`config.mk`:
```
export PLATFORM = sky130hd
export DESIGN_NAME = video_timing_ctrl
export DESIGN_NICKNAME = d
export VERILOG_FILES = /design/src/rtl/video_timing_ctrl.sv
export SDC_FILE = /design/constraint.sdc
export NUM_CORES = 1
export LEC_CHECK = 0
export ABC_AREA = 1
export BUFFER_PORTS_ARGS = -buffer_cell sky130_fd_sc_hd__buf_2
export CAP_MARGIN = 20
export CORE_AREA = 3 3 75 92
export CTS_CLUSTER_SIZE = 8
export DETAILED_ROUTE_END_ITERATION = 8
export DIE_AREA = 0 0 78 95
export MAX_ROUTING_LAYER = met4
export PLACE_DENSITY_LB_ADDON = 0.08
export SKIP_LAST_GASP = 1
export SLEW_MARGIN = 30
export SYNTH_ARGS = -nofsm -noshare
export SYNTH_HDL_FRONTEND = slang
export SYNTH_SLANG_ARGS = --single-unit
```
`constraint.sdc`:
```
create_clock -name sys_clk -period 2.9 [get_ports sys_clk]
set_input_delay 0.58 -clock sys_clk [delete_from_list [all_inputs] [get_ports sys_clk]]
set_output_delay 0.58 -clock sys_clk [all_outputs]
set_load 0.03 [all_outputs]
```
`src/rtl/video_timing_ctrl.sv`:
```
// Raster timing generator for the HDMI output path: registered sync/de,
// a one-cycle-early pixel fetch request with coordinates, and frame-gated start/stop.
module video_timing_ctrl #(
  parameter int   H_SYNC   = 96,
  parameter int   H_BP     = 48,
  parameter int   H_ACTIVE = 640,
  parameter int   H_FP     = 16,
  parameter int   V_SYNC   = 2,
  parameter int   V_BP     = 33,
  parameter int   V_ACTIVE = 480,
  parameter int   V_FP     = 10,
  parameter logic SYNC_ACT = 1'b1,
  parameter int   CNT_W    = 12
) (
  input  logic             sys_clk,
  input  logic             sys_rst_n,
  input  logic             enable,
  output logic             hsync,
  output logic             vsync,
  output logic             de,
  output logic             pix_req,
  output logic [CNT_W-1:0] pix_x,
  output logic [CNT_W-1:0] pix_y,
  output logic             frame_start,
  output logic             busy
);

  localparam int HA = H_SYNC + H_BP;
  localparam int VA = V_SYNC + V_BP;

  localparam logic [CNT_W-1:0] HLast  = CNT_W'(HA + H_ACTIVE + H_FP - 1);
  localparam logic [CNT_W-1:0] VLast  = CNT_W'(VA + V_ACTIVE + V_FP - 1);
  localparam logic [CNT_W-1:0] HSyncE = CNT_W'(H_SYNC);
  localparam logic [CNT_W-1:0] VSyncE = CNT_W'(V_SYNC);
  localparam logic [CNT_W-1:0] DeLo   = CNT_W'(HA);
  localparam logic [CNT_W-1:0] DeHi   = CNT_W'(HA + H_ACTIVE);
  localparam logic [CNT_W-1:0] ReqLo  = CNT_W'(HA - 1);
  localparam logic [CNT_W-1:0] ReqHi  = CNT_W'(HA + H_ACTIVE - 1);
  localparam logic [CNT_W-1:0] LineLo = CNT_W'(VA);
  localparam logic [CNT_W-1:0] LineHi = CNT_W'(VA + V_ACTIVE);

  typedef enum logic {IDLE, RUN} state_e;

  state_e           state_q, state_d;
  logic [CNT_W-1:0] p_q, p_d, l_q, l_d;
  logic             run_d, lineAct_d, req_d;
  logic             hsync_q, hsync_d, vsync_q, vsync_d, de_q, de_d;
  logic             req_q, fs_q, fs_d, busy_q;
  logic [CNT_W-1:0] x_q, x_d, y_q, y_d;

  // The counters hold the position being shown on the outputs; the outputs
  // are decoded from the next position so they register alongside it.
  always_comb begin
    state_d = state_q;
    p_d     = '0;
    l_d     = '0;
    run_d   = 1'b0;
    case (state_q)
      IDLE: begin
        if (enable) begin
          state_d = RUN;
          run_d   = 1'b1;
        end
      end
      RUN: begin
        if (p_q == HLast && l_q == VLast) begin
          if (enable) run_d = 1'b1;
          else        state_d = IDLE;
        end else if (p_q == HLast) begin
          run_d = 1'b1;
          l_d   = l_q + 1'b1;
        end else begin
          run_d = 1'b1;
          p_d   = p_q + 1'b1;
          l_d   = l_q;
        end
      end
      default: state_d = IDLE;
    endcase

    lineAct_d = run_d && (l_d >= LineLo) && (l_d < LineHi);
    req_d     = lineAct_d && (p_d >= ReqLo) && (p_d < ReqHi);
    de_d      = lineAct_d && (p_d >= DeLo) && (p_d < DeHi);
    hsync_d   = (run_d && p_d < HSyncE) ? SYNC_ACT : ~SYNC_ACT;
    vsync_d   = (run_d && l_d < VSyncE) ? SYNC_ACT : ~SYNC_ACT;
    fs_d      = run_d && (p_d == '0) && (l_d == '0);
    x_d       = req_d ? (p_d - ReqLo) : '0;
    y_d       = req_d ? (l_d - LineLo) : '0;
  end

  always_ff @(posedge sys_clk or negedge sys_rst_n) begin
    if (!sys_rst_n) begin
      state_q <= IDLE;
      p_q     <= '0;
      l_q     <= '0;
      hsync_q <= ~SYNC_ACT;
      vsync_q <= ~SYNC_ACT;
      de_q    <= 1'b0;
      req_q   <= 1'b0;
      x_q     <= '0;
      y_q     <= '0;
      fs_q    <= 1'b0;
      busy_q  <= 1'b0;
    end else begin
      state_q <= state_d;
      p_q     <= p_d;
      l_q     <= l_d;
      hsync_q <= hsync_d;
      vsync_q <= vsync_d;
      de_q    <= de_d;
      req_q   <= req_d;
      x_q     <= x_d;
      y_q     <= y_d;
      fs_q    <= fs_d;
      busy_q  <= run_d;
    end
  end

  assign hsync       = hsync_q;
  assign vsync       = vsync_q;
  assign de          = de_q;
  assign pix_req     = req_q;
  assign pix_x       = x_q;
  assign pix_y       = y_q;
  assign frame_start = fs_q;
  assign busy        = busy_q;

endmodule

```
==> results of run 1 <==
-- worst max-delay path: stages, from the launching register on --
cell       delay, ns
dfrtp_1         0.41
ha_1            0.22
nand2_1         0.09
nor2_2          0.07
nand2_1         0.11
nand2_4         0.10
nor2_1          0.16
ha_1            0.23
nand2_1         0.08
nor3_1          0.15
nand3_1         0.13
nand3_1         0.12
nand2_1         0.09
nor2_2          0.14
nand3_4         0.19
clkbuf_16       0.23
nor2_4          0.07
-- cells in the mapped netlist (all sizes together) --
cell / number
nor3b: 1
xor2: 11
nand2: 132
nand3b: 2
dfrtp: 54
nor4: 1
a21oi: 4
a31oi: 1
conb: 1
o21ai: 11
inv: 61
buf: 5
clkinv: 1
xnor2: 5
nand4: 6
nand3: 39
nor3: 9
nor2: 79
ha: 7
-- worst paths after layout --
| path | end | cells past startpoint |
|---|---|---|
| max | pix_x[7]$_DFF_PN0_ | 16 |
| min | pix_x[10]$_DFF_PN0_ | 1 |
| max reg2reg | pix_x[7]$_DFF_PN0_ | 16 |
| min reg2reg | p_q[5]$_DFF_PN0_ | 3 |
| max in group asynchronous | pix_y[3]$_DFF_PN0_ | 2 |
| min in group sys_clk | busy$_DFF_PN0_ | 3 |
-- sequential cells by signal, summed over array words and instances, names as in the netlist --
name	flops
l_q	12
p_q	12
pix_x	12
pix_y	12
busy	1
de	1
frame_start	1
hsync	1
pix_req	1
vsync	1
-- repair_timing --
item                                    CTS  global route
setup buffers                             0             9
resized for setup                         0             2
endpoints found under the setup margin    0            22
-- area by class of cell --
type | count | share of cell area
Clock inverter | 2 | 0.0101
Timing Repair Buffer | 51 | 0.0869
Tap cell | 82 | 0.0268
Sequential cell | 54 | 0.353
Clock buffer | 6 | 0.0216
Multi-Input combinational cell | 310 | 0.441
Inverter | 62 | 0.0607
-- logic make-up (layout without fill, tap and decap cells) --
family,Yosys count,in the layout
compound gates,16,16
xor+xnor,16,16
fa+ha+maj,7,7
buf+inv,67,121
flops,54,54
other cells,1,2
simple gates,269,269
-- report_power, final --
group          switching, mW  leakage, nW  internal (mW)  total [mW]
logic                  0.399         1.41          0.179       0.577
registers             0.0471        0.719          0.804       0.851
clock network          0.254       0.0618          0.284       0.539
total                  0.700         2.19           1.27        1.97
-- per-stage QoR --
stage	hold WS (ns)	setup WS (ns)	instances	power [mW]	instance area, um2
2_1_floorplan	0.284	0.434	431	1.30	3320
3_3_place_gp	0.565	0.271	549	1.44	3610
3_5_place_dp	0.573	0.165	549	1.44	3610
4_1_cts	0.227	0.146	557	1.99	3730
5_1_grt	0.246	0.00787	567	2.10	3830
6_report	0.220	0.241	567	1.97	3830
-- routing by layer --
metal / routed length (um) / share of wire / vias to the layer above
met5: 0 / 0 / -
met3: 285 / 0.038 / 13
met2: 4220 / 0.56 / 69
met1: 2930 / 0.39 / 1320
li1: - / - / 1425
met4: 82 / 0.011 / 0
==> impl.org, run 1 <==
** Status
- Result of the run :: complete, no violations

** Clock tree
- Clock latency on the worst-skew pair, taken at its later pin, is 0.31 ns.
- Clock Pin Slew Worst Setup and Hold Paths :: around 0.10 ns
- CTS Root Cell :: clkbuf_8
- Number of hold buffers added after CTS :: 0
- TritonCTS built the clock tree.
- For this design, the sink count on the clock tree is 54.
- The clock passes through at most 2 buffers.
- Total clock buffers created by CTS :: 5
- Number of levels the H-tree was split into :: 2

** Synth
- Each instance of the synthesized netlist takes up on average between 7 and 8 um2.
- After synthesis, the netlist uses 31 different library cells.
- Total number of yosys warnings :: 0
- The mapped netlist covers 3320 um2.
- Simple-gate area share of the yosys netlist :: 0.406
- Of the total synthesized cell area, the portion taken by full adders, half adders and majority gates is 0.0264.
- Of the post-synthesis cell area, the dominant cell type holds 0.407.
- Of the total synthesized cell area, the portion taken by XOR and XNOR cells is 0.0422.
- Library cell occupying the most area in the post-synthesis netlist :: dfrtp_1
- Ranking of synthesized cells by area :: dfrtp_1 (41%), nand2_1 (14%), inv_1 (5.8%), nand3_1 (5.1%), nor2_1 (5.1%)
- The portion of synthesized area spent on multiplexers is 0.
- The share of the Yosys chip area taken by registers is 0.407.
- Synthesized flop and latch total :: 54
- The fraction of the mapped netlist area in compound gates is 0.0313.
- Gate count of the mapped netlist :: between 400 and 500
- By area, the combinational part of the netlist is dominated by simple AND/OR/NAND/NOR gates.

** Worst setup path
- Data on the critical path arrives at its endpoint at roughly 2.9 ns.
- In this run the worst path has a maximum fanout of 9.
- Tracing the worst setup path back leads to its startpoint at p_q[1]$_DFF_PN0_.
- Crit Path Class :: register to register
- Critical path launch point type :: register
- Critical path endpoint category :: register
- Required @ worst endpoint :: 3.15 ns
- The worst register-to-register path has a setup slack of around 0.24 ns.
- Startpoint of the most critical register-to-register path :: p_q[1]$_DFF_PN0_

** Final layout
- Highest-count cells in the layout ignoring fill and taps :: nand2_1 (121), dfrtp_1 (54), inv_1 (51)
- Compared with the post-synthesis result, the final layout area differs by 15.4%.
- In the final layout, the share of cells above drive strength 1 is 0.258.
- Number of nets in the layout :: just under 500
- The sequential cells in the finished layout cover a total of 1350 um2.
- The library cell used most frequently in the layout, excluding fill and tap cells, is nand2_1.
- Counting the fill cells in the layout gives about 570.
- Final core utilization :: 0.633
- Footprint of the multi-input gates :: 1690 um2
- The repair_antennas step left the layout with diodes totalling 0.

** Routing
- For this run, the detailed router's first-pass iteration total came to 5.
- Routed vias/inst :: roughly 5
- Number of nets with antenna violations after detailed routing :: 0
- Via count :: about 2800
- Summed over all layers, the routed wires come to 7.52 mm.
- Number of remaining DRC errors :: 0
- In this run, the number of DRC markers left after iteration 0 of detailed routing was 135.
- In the final routed layout, each cell accounts on average for around 13 um.

** Global route
- Global-route wire length before repair :: 12.6 mm
- Vias in the first global route :: 2718
- Met3 Resource Use GR :: 0.0296
- For this run the aggregate overflow at the end of global routing stands at 0.
- Grt peak-use layer :: met2
- Met2 Resource Use GR :: 0.414
- Combined global-route utilization of all metal layers :: 0.223
- Number of antenna violations at the first check in global routing :: 0
- Entering global routing, the biggest net connects 23 pins.
- In the global route stage, met1 resource usage came out at 0.249.

** STA
- Max Clock Freq :: 376 MHz
- The worst path in the final design needs a cycle of 2.66 ns, including I/O delays and setup.
- In the finished design, the share of the clock period the worst path needs comes to 0.917.
- At the pin with the least slew margin, the transition time is between 0.5 and 0.6 ns.
- Remaining max-slew budget at the tightest pin :: 0.620
- Setup tns final :: 0 ns
- Setup violations remaining at the end of the flow were counted as 0.
- Setup repair after global routing left no endpoint under its margin.
- For the final database, setup skew stands at 0.00612 ns.
- Final hold viol count :: 0
- Max-slew violation count :: 0

** Die
- The die is 95 um tall.
- Num rows :: 31
- The floorplan step defined a die boundary enclosing 7410 um2.
- Width of the die :: 78 um
- The region available for standard cell placement spans 6050 um2.
- Number of placed I/O pins :: 33
- For this configuration, the core starts out at a cell density of 0.549.

** Job
- Max-cap violations in this run came to 0.

** Placement
- After legalization and detailed placement, the total HPWL measured 5.86 mm.
- Number of buffer cells added on primary ports :: 32
- Weighted congestion reported at the end of routability-driven placement :: 0.903

** Min path
- The min-delay analysis places its worst path in the category primary input to asynchronous set/reset pin.

** Power
- In this run the power density over the cells is 513 nW/um2.
- Leakage power of the design :: 2.19 nW
- Peak supply drop :: 390 uV
(Power assumes the default switching activity.)
==> run 2, diff against run 1 <==
- PLACE_DENSITY: unset -> 0.79
- PLACE_DENSITY_LB_ADDON: 0.08 -> unset
==> run 2 against run 1 <==
  * Global-route usage up 0.22 points
  * Flip-flop and latch count unchanged
  * Fmax down 3.0%
  * Cell count down 1.9%
  * Clock power down 8.2%
  * Via count up 0.85%
  * Sequential share of layout area up 0.89 points
  * Largest power group unchanged
==> impl.org, run 2 (synthesis gave the netlist of run 1 again) <==
** STA
- Final hold viol count :: 0 (unchanged)
- Worst Tran Pin Value :: 0.549 ns (was 0.565 ns)
- Setup tns final :: 0 ns (unchanged)
- Max-slew violation count :: 0 (unchanged)
- The number of endpoints failing setup at the final stage came to 0 (unchanged).
- The clock period minus final worst setup slack is 2.74 ns (was 2.66 ns).
- The worst clock skew on the final layout was 0.00506 ns (was 0.00612 ns).
- The period utilization is 0.945 (was 0.917).
- Max Clock Freq :: 365 MHz (was 376 MHz)
- The headroom to the max-slew limit was 0.630 (was 0.620).

** Worst setup path
- Critical path launch point type :: register (unchanged)
- Startpoint of the most critical register-to-register path :: p_q[0]$_DFF_PN0_ (was p_q[1]$_DFF_PN0_)
- The largest incremental delay on the critical path is 0.39 ns (was 0.41 ns).
- The cell at the slowest stage of the critical path is dfrtp_1 (unchanged).
- The count of cells along the worst register-to-register path came to 16 (unchanged).
- The type of the worst setup path is register to register (unchanged).
- Top fanout value on the critical path :: 11 (was 9)
- The arrival time at the worst endpoint is 2.95 ns (was 2.91 ns).
- FF-to-FF setup slack :: 0.16 ns (was 0.24 ns)
- The worst flop-to-flop path endpoint is pix_y[1]$_DFF_PN0_ (was pix_x[7]$_DFF_PN0_).
- Critical path endpoint category :: register (unchanged)
- Cells along the critical path :: ha_1, nand2_1, nor2_2, nand2_1, nand2_4, nand2_4, nand2_1, inv_1, ha_1, nor2_4, nor2_1, nor2_2, nand2_4, nand3_4, clkbuf_16, nor2_2 (was ha_1, nand2_1, nor2_2, nand2_1, nand2_4, nor2_1, ha_1, nand2_1, nor3_1, nand3_1, nand3_1, nand2_1, nor2_2, nand3_4, clkbuf_16, nor2_4)
- The critical path data required time came to 3.10 ns (was 3.15 ns).

** Global route
- The via count of the first global-routing pass is 2839 (was 2718).
- The number of antenna violations at the first check in global routing was 0 (unchanged).
- The total track usage came to 0.225 (was 0.223).
- The maximum number of pins on one net before global-route repair was 29 (was 23).
- Global-route wire length before repair :: 12.6 mm (about the same)
- The remaining global-route overflow came to 0 (unchanged).

** Final layout
- Highest-count cells in the layout ignoring fill and taps: nand2_1 (121), dfrtp_1 (54), inv_1 (51) (unchanged).
- The area added between synthesis and finish was 12.6% (was 15.4%).
- Diode insertion count for antenna repair :: 0 (unchanged)
- The share of layout cells above drive strength 1 came to 0.236 (was 0.258).
- The final-stage net count came to 484 (was 494).
- Filler Cells Inserted :: 546 (was 566)
- The final standard cell utilization of the core came to 0.618 (was 0.633).
- The most common cell after layout, fill and taps aside was nand2_1 (unchanged).

** Placement
- The routability congestion estimate from global placement came to 0.924 (was 0.903).
- The number of I/O port buffers was 32 (unchanged).
- DPL Wire Length :: 5.83 mm (was 5.86 mm)

** Routing
- Number of remaining DRC errors :: 0 (unchanged)
- The number of routed nets with antenna violations came to 0 (unchanged).
- 1st-iter DRT viols :: 155 (was 135)
- Detailed-route wire length :: 7.68 mm (was 7.52 mm)
- Via count :: 2851 (was 2827)
- The detailed-routing iteration count for the pre-antenna-repair pass was 5 (unchanged).
- The vias per cell came to 5.13 (was 4.99).
- The routed wirelength normalized by instance count was 13.8 um (was 13.3 um).

** Status
- Result of the run :: complete, no violations (unchanged)

** Clock tree
- The number of buffers added to fix hold violations after cts was 0 (unchanged).
- Clock sink count :: 54 (unchanged)
- Clock Tree Buf Depth :: 2 (unchanged)
- The clock transition at the registers of the reported paths came to 0.10 ns (about the same).
- Number of levels the H-tree was split into :: 2 (unchanged)
- The number of buffers added by the clock tree synthesis step is 5 (unchanged).
- Clock latency of the later-clocked register in the worst-skew pair :: 0.30 ns (was 0.31 ns)
- CTS Root Cell :: clkbuf_8 (unchanged)
- The TritonCTS clock tree was done (unchanged).

** Die
- The overall die height was 95 um (unchanged).
- The top-level I/O count came to 33 (unchanged).
- Die area :: 7410 um2 (unchanged)
- The number of placement rows was 31 (unchanged).
- The core box area is 6050 um2 (unchanged).
- Width of the die :: 78 um (unchanged)
- The effective utilization at floorplan is 0.549 (unchanged).

** Power
- Power per Cell Area :: 511 nW/um2 (was 513 nW/um2)
- Leakage power of the design :: 2.14 nW (was 2.19 nW)
- Peak supply drop :: 550 uV (was 390 uV)

** Job
- Number of maximum-capacitance violations :: 0 (unchanged)

** Min path
- The worst min-delay path category was primary input to asynchronous set/reset pin (unchanged).
run 2: cell types whose count changed in the layout (fill, tap and decap cells not counted), sizes merged:
cell and change:
clkinv +1, inv -1, clkbuf -1, buf -10
run 2: area by class of cell:
| class | count | area [um2] | share of cell area |
|---|---|---|---|
| Clock buffer | 5 | 68.8 | 0.0184 |
| Clock inverter | 2 | 38.8 | 0.0104 |
| Inverter | 62 | 233 | 0.0623 |
| Multi-Input combinational cell | 310 | 1690 | 0.451 |
| Sequential cell | 54 | 1350 | 0.362 |
| Tap cell | 82 | 103 | 0.0275 |
| Timing Repair Buffer | 41 | 258 | 0.0690 |
run 2: worst max-delay path by stage:
stage / start / to / slack [ns] / depth (start not counted)
floorplan: p_q[0]$_DFF_PN0_ / pix_x[3]$_DFF_PN0_ / 0.43 / 17
global placement: p_q[0]$_DFF_PN0_ / pix_x[0]$_DFF_PN0_ / 0.31 / 16
detailed placement: p_q[0]$_DFF_PN0_ / pix_x[0]$_DFF_PN0_ / 0.16 / 16
CTS: p_q[0]$_DFF_PN0_ / pix_y[11]$_DFF_PN0_ / 0.12 / 16
global route: p_q[0]$_DFF_PN0_ / pix_y[1]$_DFF_PN0_ / -0.02 / 16
finish: p_q[0]$_DFF_PN0_ / pix_y[1]$_DFF_PN0_ / 0.16 / 16
run 2: report_power, final:
group | internal, mW | switching, mW | leakage (nW) | total [mW]
logic | 0.168 | 0.395 | 1.36 | 0.563
clock network | 0.254 | 0.241 | 0.0542 | 0.495
registers | 0.804 | 0.0472 | 0.719 | 0.851
total | 1.23 | 0.683 | 2.14 | 1.91
run 2: metal layers:
| metal | vias up | wire [um] | global-route usage |
|---|---|---|---|
| met3 | 25 | 263 | 0.0334 |
| li1 | 1402 | - | - |
| met5 | - | 0 | - |
| met2 | 90 | 4160 | 0.416 |
| met4 | 0 | 284 | 0.105 |
| met1 | 1334 | 2970 | 0.234 |
run 2: worst max-delay path, delay by kind of cell, from the launching register on:
family / cells / cell delay, ns
and+or+nand+nor: 12 / 1.52
buffers and inverters: 2 / 0.29
DFF: 1 / 0.39
adders and majority gates: 2 / 0.46
run 2: per-stage QoR:
| stage | setup WS (ns) | area (um2) | power (mW) | hold slack (ns) | cells |
|---|---|---|---|---|---|
| floorplan | 0.434 | 3320 | 1.30 | 0.284 | 431 |
| global placement | 0.310 | 3600 | 1.42 | 0.389 | 547 |
| detailed placement | 0.157 | 3600 | 1.43 | 0.391 | 547 |
| CTS | 0.118 | 3700 | 1.93 | 0.0544 | 554 |
| global route | -0.0222 | 3740 | 2.03 | 0.0548 | 556 |
| finish | 0.159 | 3740 | 1.91 | 0.0628 | 556 |
run 2: what timing repair did:
item,4_1_cts,5_1_grt
endpoints found under the setup margin,0,23
resized for setup,0,0
setup buffers,0,1
endpoints found under the hold margin,0,0
==> run 3, diff against run 2 <==
- ABC_AREA: 1 -> unset
- CORE_AREA: 3 3 75 92 -> 3 3 71 87
- DIE_AREA: 0 0 78 95 -> 0 0 74 90
- PLACE_DENSITY: 0.79 -> 0.8
==> run 3 against run 2 <==
  * The run now ends with negative setup slack left
  * Total power increased by 15%
  * Clock skew increased by 0.0053 ns
  * Flip-flop and latch count unchanged
  * Critical path type unchanged
  * Largest cell class unchanged
==> impl.org, run 3 <==
** Status
- Result of the run :: finished, violations left (was complete, no violations)
- Failing checks :: negative setup slack

** Power
- The part of the power in the clock network was 0.234 (was 0.259).
- Internal :: 1.42 mW (was 1.23 mW)
- The switching portion of total power is 0.353 (was 0.358).
- Overall power of the completed layout :: 2.19 mW (was 1.91 mW)
- Combinational fraction of design power :: 0.378 (was 0.295)
- Switching Power :: 0.774 mW (was 0.683 mW)
- Part of the power in registers :: 0.388 (was 0.446)
- The worst vdd rail ir drop came to 311 uV (was 550 uV).
- The static power due to leakage is 2.01 nW (was 2.14 nW).
- The power density normalized to cell area is 537 nW/um2 (was 511 nW/um2).

** STA
- Final hold viol count :: 0 (unchanged)
- The number of endpoints failing setup at the final stage was 23 (was 0).
- Min setup slack post-route :: -0.336 ns (was 0.159 ns)
- Setup Skew :: 0.0104 ns (was 0.00506 ns)
- Final Cycle Share :: 1.12 (was 0.945)
- The clock period minus final worst setup slack was 3.24 ns (was 2.74 ns).
- The worst slack on hold paths came to 0.360 ns (was 0.0628 ns).
- Worst Tran Pin Value :: 0.842 ns (was 0.549 ns)
- The upper clock frequency limit was 309 MHz (was 365 MHz).
- Max-slew violation count :: 0 (unchanged)
- The headroom to the max-slew limit was 0.439 (was 0.630).
- Unrepaired setup endpoints after global routing :: yes

** Clock tree
- The clock transition at the registers of the reported paths was 0.10 ns (about the same).
- Clock sink count :: 54 (unchanged)
- Number of levels the H-tree was split into :: 2 (unchanged)
- The number of buffers added by the clock tree synthesis step is 5 (unchanged).
- The master cell of the clock root buffer is clkbuf_8 (unchanged).
- The maximum buffer depth of the clock tree is 2 (unchanged).
- The latest clock arrival within the worst-skew pair is 0.31 ns (was 0.30 ns).
- The TritonCTS clock tree is done (unchanged).
- The number of buffers added to fix hold violations after cts was 0 (unchanged).

** Die
- Number of placed I/O pins :: 33 (unchanged)
- The effective utilization at floorplan was 0.554 (was 0.549).
- Width of the die :: 74 um (was 78 um)
- The core box area was 5330 um2 (was 6050 um2).
- The number of placement rows is 29 (was 31).
- Die area :: 6660 um2 (was 7410 um2)
- The overall die height is 90 um (was 95 um).

** Placement
- The total half-perimeter wirelength after legalization and detailed placement was 6.35 mm (was 5.83 mm).
- The routability congestion estimate from global placement is 0.945 (was 0.924).
- Number of buffer cells added on primary ports :: 32 (unchanged)
- The worst slack after detailed placement was -0.483 ns (was 0.157 ns).

** Synth
- The count of distinct cell types in the synthesized netlist is 50 (was 31).
- The dominant combinational cell family by area after synthesis is simple AND/OR/NAND/NOR gates (unchanged).
- The dominant cell by count in the synthesized netlist was dfrtp_1 (was nand2_1).
- Post-synth top area share :: 0.457 (was 0.407)
- The simple logic cell fraction of the synthesized area is 0.265 (was 0.406).
- The per-instance average area after synthesis was 9.66 um2 (was 7.72 um2).
- The sequential cell area fraction in the yosys report came to 0.457 (was 0.407).
- The largest area contributor in the synthesized netlist was dfrtp_1 (unchanged).
- The fraction of the mapped netlist area in compound gates is 0.0957 (was 0.0313).
- Gate count of the mapped netlist :: 306 (was 430)
- The register bit count reported by yosys came to 54 (unchanged).
- Ranking of synthesized cells by area :: dfrtp_1 (46%), xnor2_1 (5.9%), xor2_1 (3.9%), nor2_1 (3.7%), ha_1 (3.0%) (was dfrtp_1 (41%), nand2_1 (14%), inv_1 (5.8%), nand3_1 (5.1%), nor2_1 (5.1%))
- Cell types with the highest counts after synthesis: dfrtp_1 (54), nor2_1 (29), xnor2_1 (20) (was nand2_1 (121), dfrtp_1 (54), inv_1 (51)).
- The cell area after synthesis is 2960 um2 (was 3320 um2).
- Most used flip-flop cell after synthesis :: dfrtp_1 (unchanged)
- The number of flops mapped to enable cells by yosys is 0 (unchanged).
- The yosys synthesis warning count came to 0 (unchanged).
- Adder and majority cell fraction of the synthesized area :: 0.0296 (was 0.0264)
- The fraction of registers with async set or reset after synthesis is 1.00 (unchanged).
- The fraction of synthesized cell area in xor and xnor cells is 0.0978 (was 0.0422).
- The fraction of synthesized area in multiplexers was 0.00677 (was 0).

** Worst setup path
- Cell with the largest stage delay on the worst path :: or4_4 (was dfrtp_1)
- The kind of cell adding the most delay to the critical path was simple AND/OR/NAND/NOR gates (unchanged).
- Critical path launch point type :: register (unchanged)
- Top fanout value on the critical path :: 7 (was 11)
- Worst path bufs/invs :: 1 (was 2)
- Cells along the critical path: or4_4, nor4_1, xnor2_1, nand4_1, o311ai_1, o2111a_1, or4b_4, buf_6, nor3_2 (was ha_1, nand2_1, nor2_2, nand2_1, nand2_4, nand2_4, nand2_1, inv_1, ha_1, nor2_4, nor2_1, nor2_2, nand2_4, nand3_4, clkbuf_16, nor2_2).
- Critical path endpoint category :: register (unchanged)
- The arrival time at the worst endpoint came to 3.47 ns (was 2.95 ns).
- The type of the worst setup path is register to register (unchanged).
- Required @ worst endpoint :: 3.14 ns (was 3.10 ns)
- The largest incremental delay on the critical path was 0.60 ns (was 0.39 ns).

** Routing
- Routed vias/inst :: 5.74 (was 5.13)
- Met3 wirelength from detailed routing :: 326 um (was 263 um)
- The number of vias in the routed layout came to 2801 (was 2851).
- Number of remaining DRC errors :: 0 (unchanged)
- The wire length on met2 was 4.57 mm (was 4.16 mm).
- The top layer reached by signal wires is met4 (unchanged).
- M1 WL :: 3.22 mm (was 2.97 mm)
- The number of routed nets with antenna violations came to 0 (unchanged).
- Number of search-and-repair iterations in the first detailed-routing pass :: 4 (was 5)
- The post-detailed-routing wire length came to 8.53 mm (was 7.68 mm).
- 1st-iter DRT viols :: 125 (was 155)
- The routed wirelength normalized by instance count is 17.5 um (was 13.8 um).

** Global route
- The maximum number of pins on one net before global-route repair was 39 (was 29).
- Combined global-route utilization of all metal layers :: 0.272 (was 0.225)
- The remaining global-route overflow came to 0 (unchanged).
- The number of antenna violations at the first check in global routing was 0 (unchanged).
- Vias in the first global route :: 2932 (was 2839)
- Global-route wire length before repair :: 13.8 mm (was 12.6 mm)

** Job
- Number of maximum-capacitance violations :: 0 (unchanged)

** Final layout
- The most common cell after layout, fill and taps aside is buf_4 (was nand2_1).
- Synth-to-layout area growth :: 38.2% (was 12.6%)
- The total area of multi-input combinational cells was 1610 um2 (was 1690 um2).
- The number of inserted filler cells in the final layout was 390 (was 546).
- The share of layout cells above drive strength 1 is 0.427 (was 0.236).
- The flip-flop and latch area was 1350 um2 (unchanged).
- The number of antenna diodes was 0 (unchanged).
- Highest-count cells in the layout ignoring fill and taps: buf_4 (88), dfrtp_1 (54), buf_2 (32) (was nand2_1 (121), dfrtp_1 (54), inv_1 (51)).
- Number of nets in the layout :: 435 (was 484)

** Min path
- Class of the most critical hold timing path :: primary input to asynchronous set/reset pin (unchanged)
-- run 3: kinds of logic (layout without fill, tap and decap cells) --
family,Yosys count,in the layout
AOI/OAI and AO/OA,41,41
adders and majority gates,7,7
DFF,54,54
buffers and inverters,28,147
muxes,2,2
xor gates and xnor gates,33,33
other,1,2
and+or+nand+nor,140,140
-- run 3: what timing repair did --
action | 4_1_cts | 5_1_grt
endpoints found under the setup margin | 24 | 27
setup buffers | 6 | 1
resized for setup | 11 | 16
pin swaps | 7 | 5
-- run 3: stage by stage --
stage	TNS, ns	utilization	std cells	area [um2]
3_5_place_dp	-8.37	0.713	473	3800
2_1_floorplan	-8.03	-	307	3040
6_report	-7.05	0.766	488	4090
3_3_place_gp	-6.82	0.713	473	3800
5_1_grt	-10.35	0.766	488	4090
4_1_cts	-7.04	0.751	487	4000
-- run 3: power groups by stage --
stage	Combinational, mW	Clock, mW	Sequential, mW
after floorplan	0.453	0	0.881
after global placement	0.718	0	0.862
after detailed placement	0.747	0	0.865
after CTS	0.784	0.525	0.849
after global routing	0.911	0.548	0.858
final	0.829	0.512	0.851
-- run 3: worst reg2reg max path, cell delays in order, from the launching register on --
cell and delay, ns:
dfrtp_1 0.40, or4_4 0.60, nor4_1 0.44, xnor2_1 0.20
nand4_1 0.17, o311ai_1 0.33, o2111a_1 0.24, or4b_4 0.52
buf_6 0.17, nor3_2 0.10
-- run 3: metal layers --
layer | GRT usage | vias up
met5 | - | -
met4 | 0.153 | 0
met3 | 0.0469 | 35
met2 | 0.452 | 90
met1 | 0.299 | 1366
li1 | - | 1310
-- run 3: layout make-up --
type / instances / share of cell area
multi-input combinational: 225 / 0.394
sequential: 54 / 0.331
timing repair buffer: 124 / 0.214
tap: 62 / 0.0190
clock buffer: 5 / 0.0168
inverter: 15 / 0.0138
clock inverter: 3 / 0.0110
-- run 3: path summary, 6_finish.rpt --
kind / depth (start not counted) / slack, ns / start / to
hold / removal: 1 / 0.36 / sys_rst_n / pix_x[3]$_DFF_PN0_
hold reg to reg: 3 / 0.69 / l_q[3]$_DFF_PN0_ / l_q[3]$_DFF_PN0_
setup / recovery: 9 / -0.34 / p_q[6]$_DFF_PN0_ / pix_y[5]$_DFF_PN0_
max in group asynchronous: 2 / 1.76 / sys_rst_n / pix_y[6]$_DFF_PN0_
min in group sys_clk: 3 / 0.52 / enable / busy$_DFF_PN0_
setup reg to reg: 9 / -0.34 / p_q[6]$_DFF_PN0_ / pix_y[5]$_DFF_PN0_
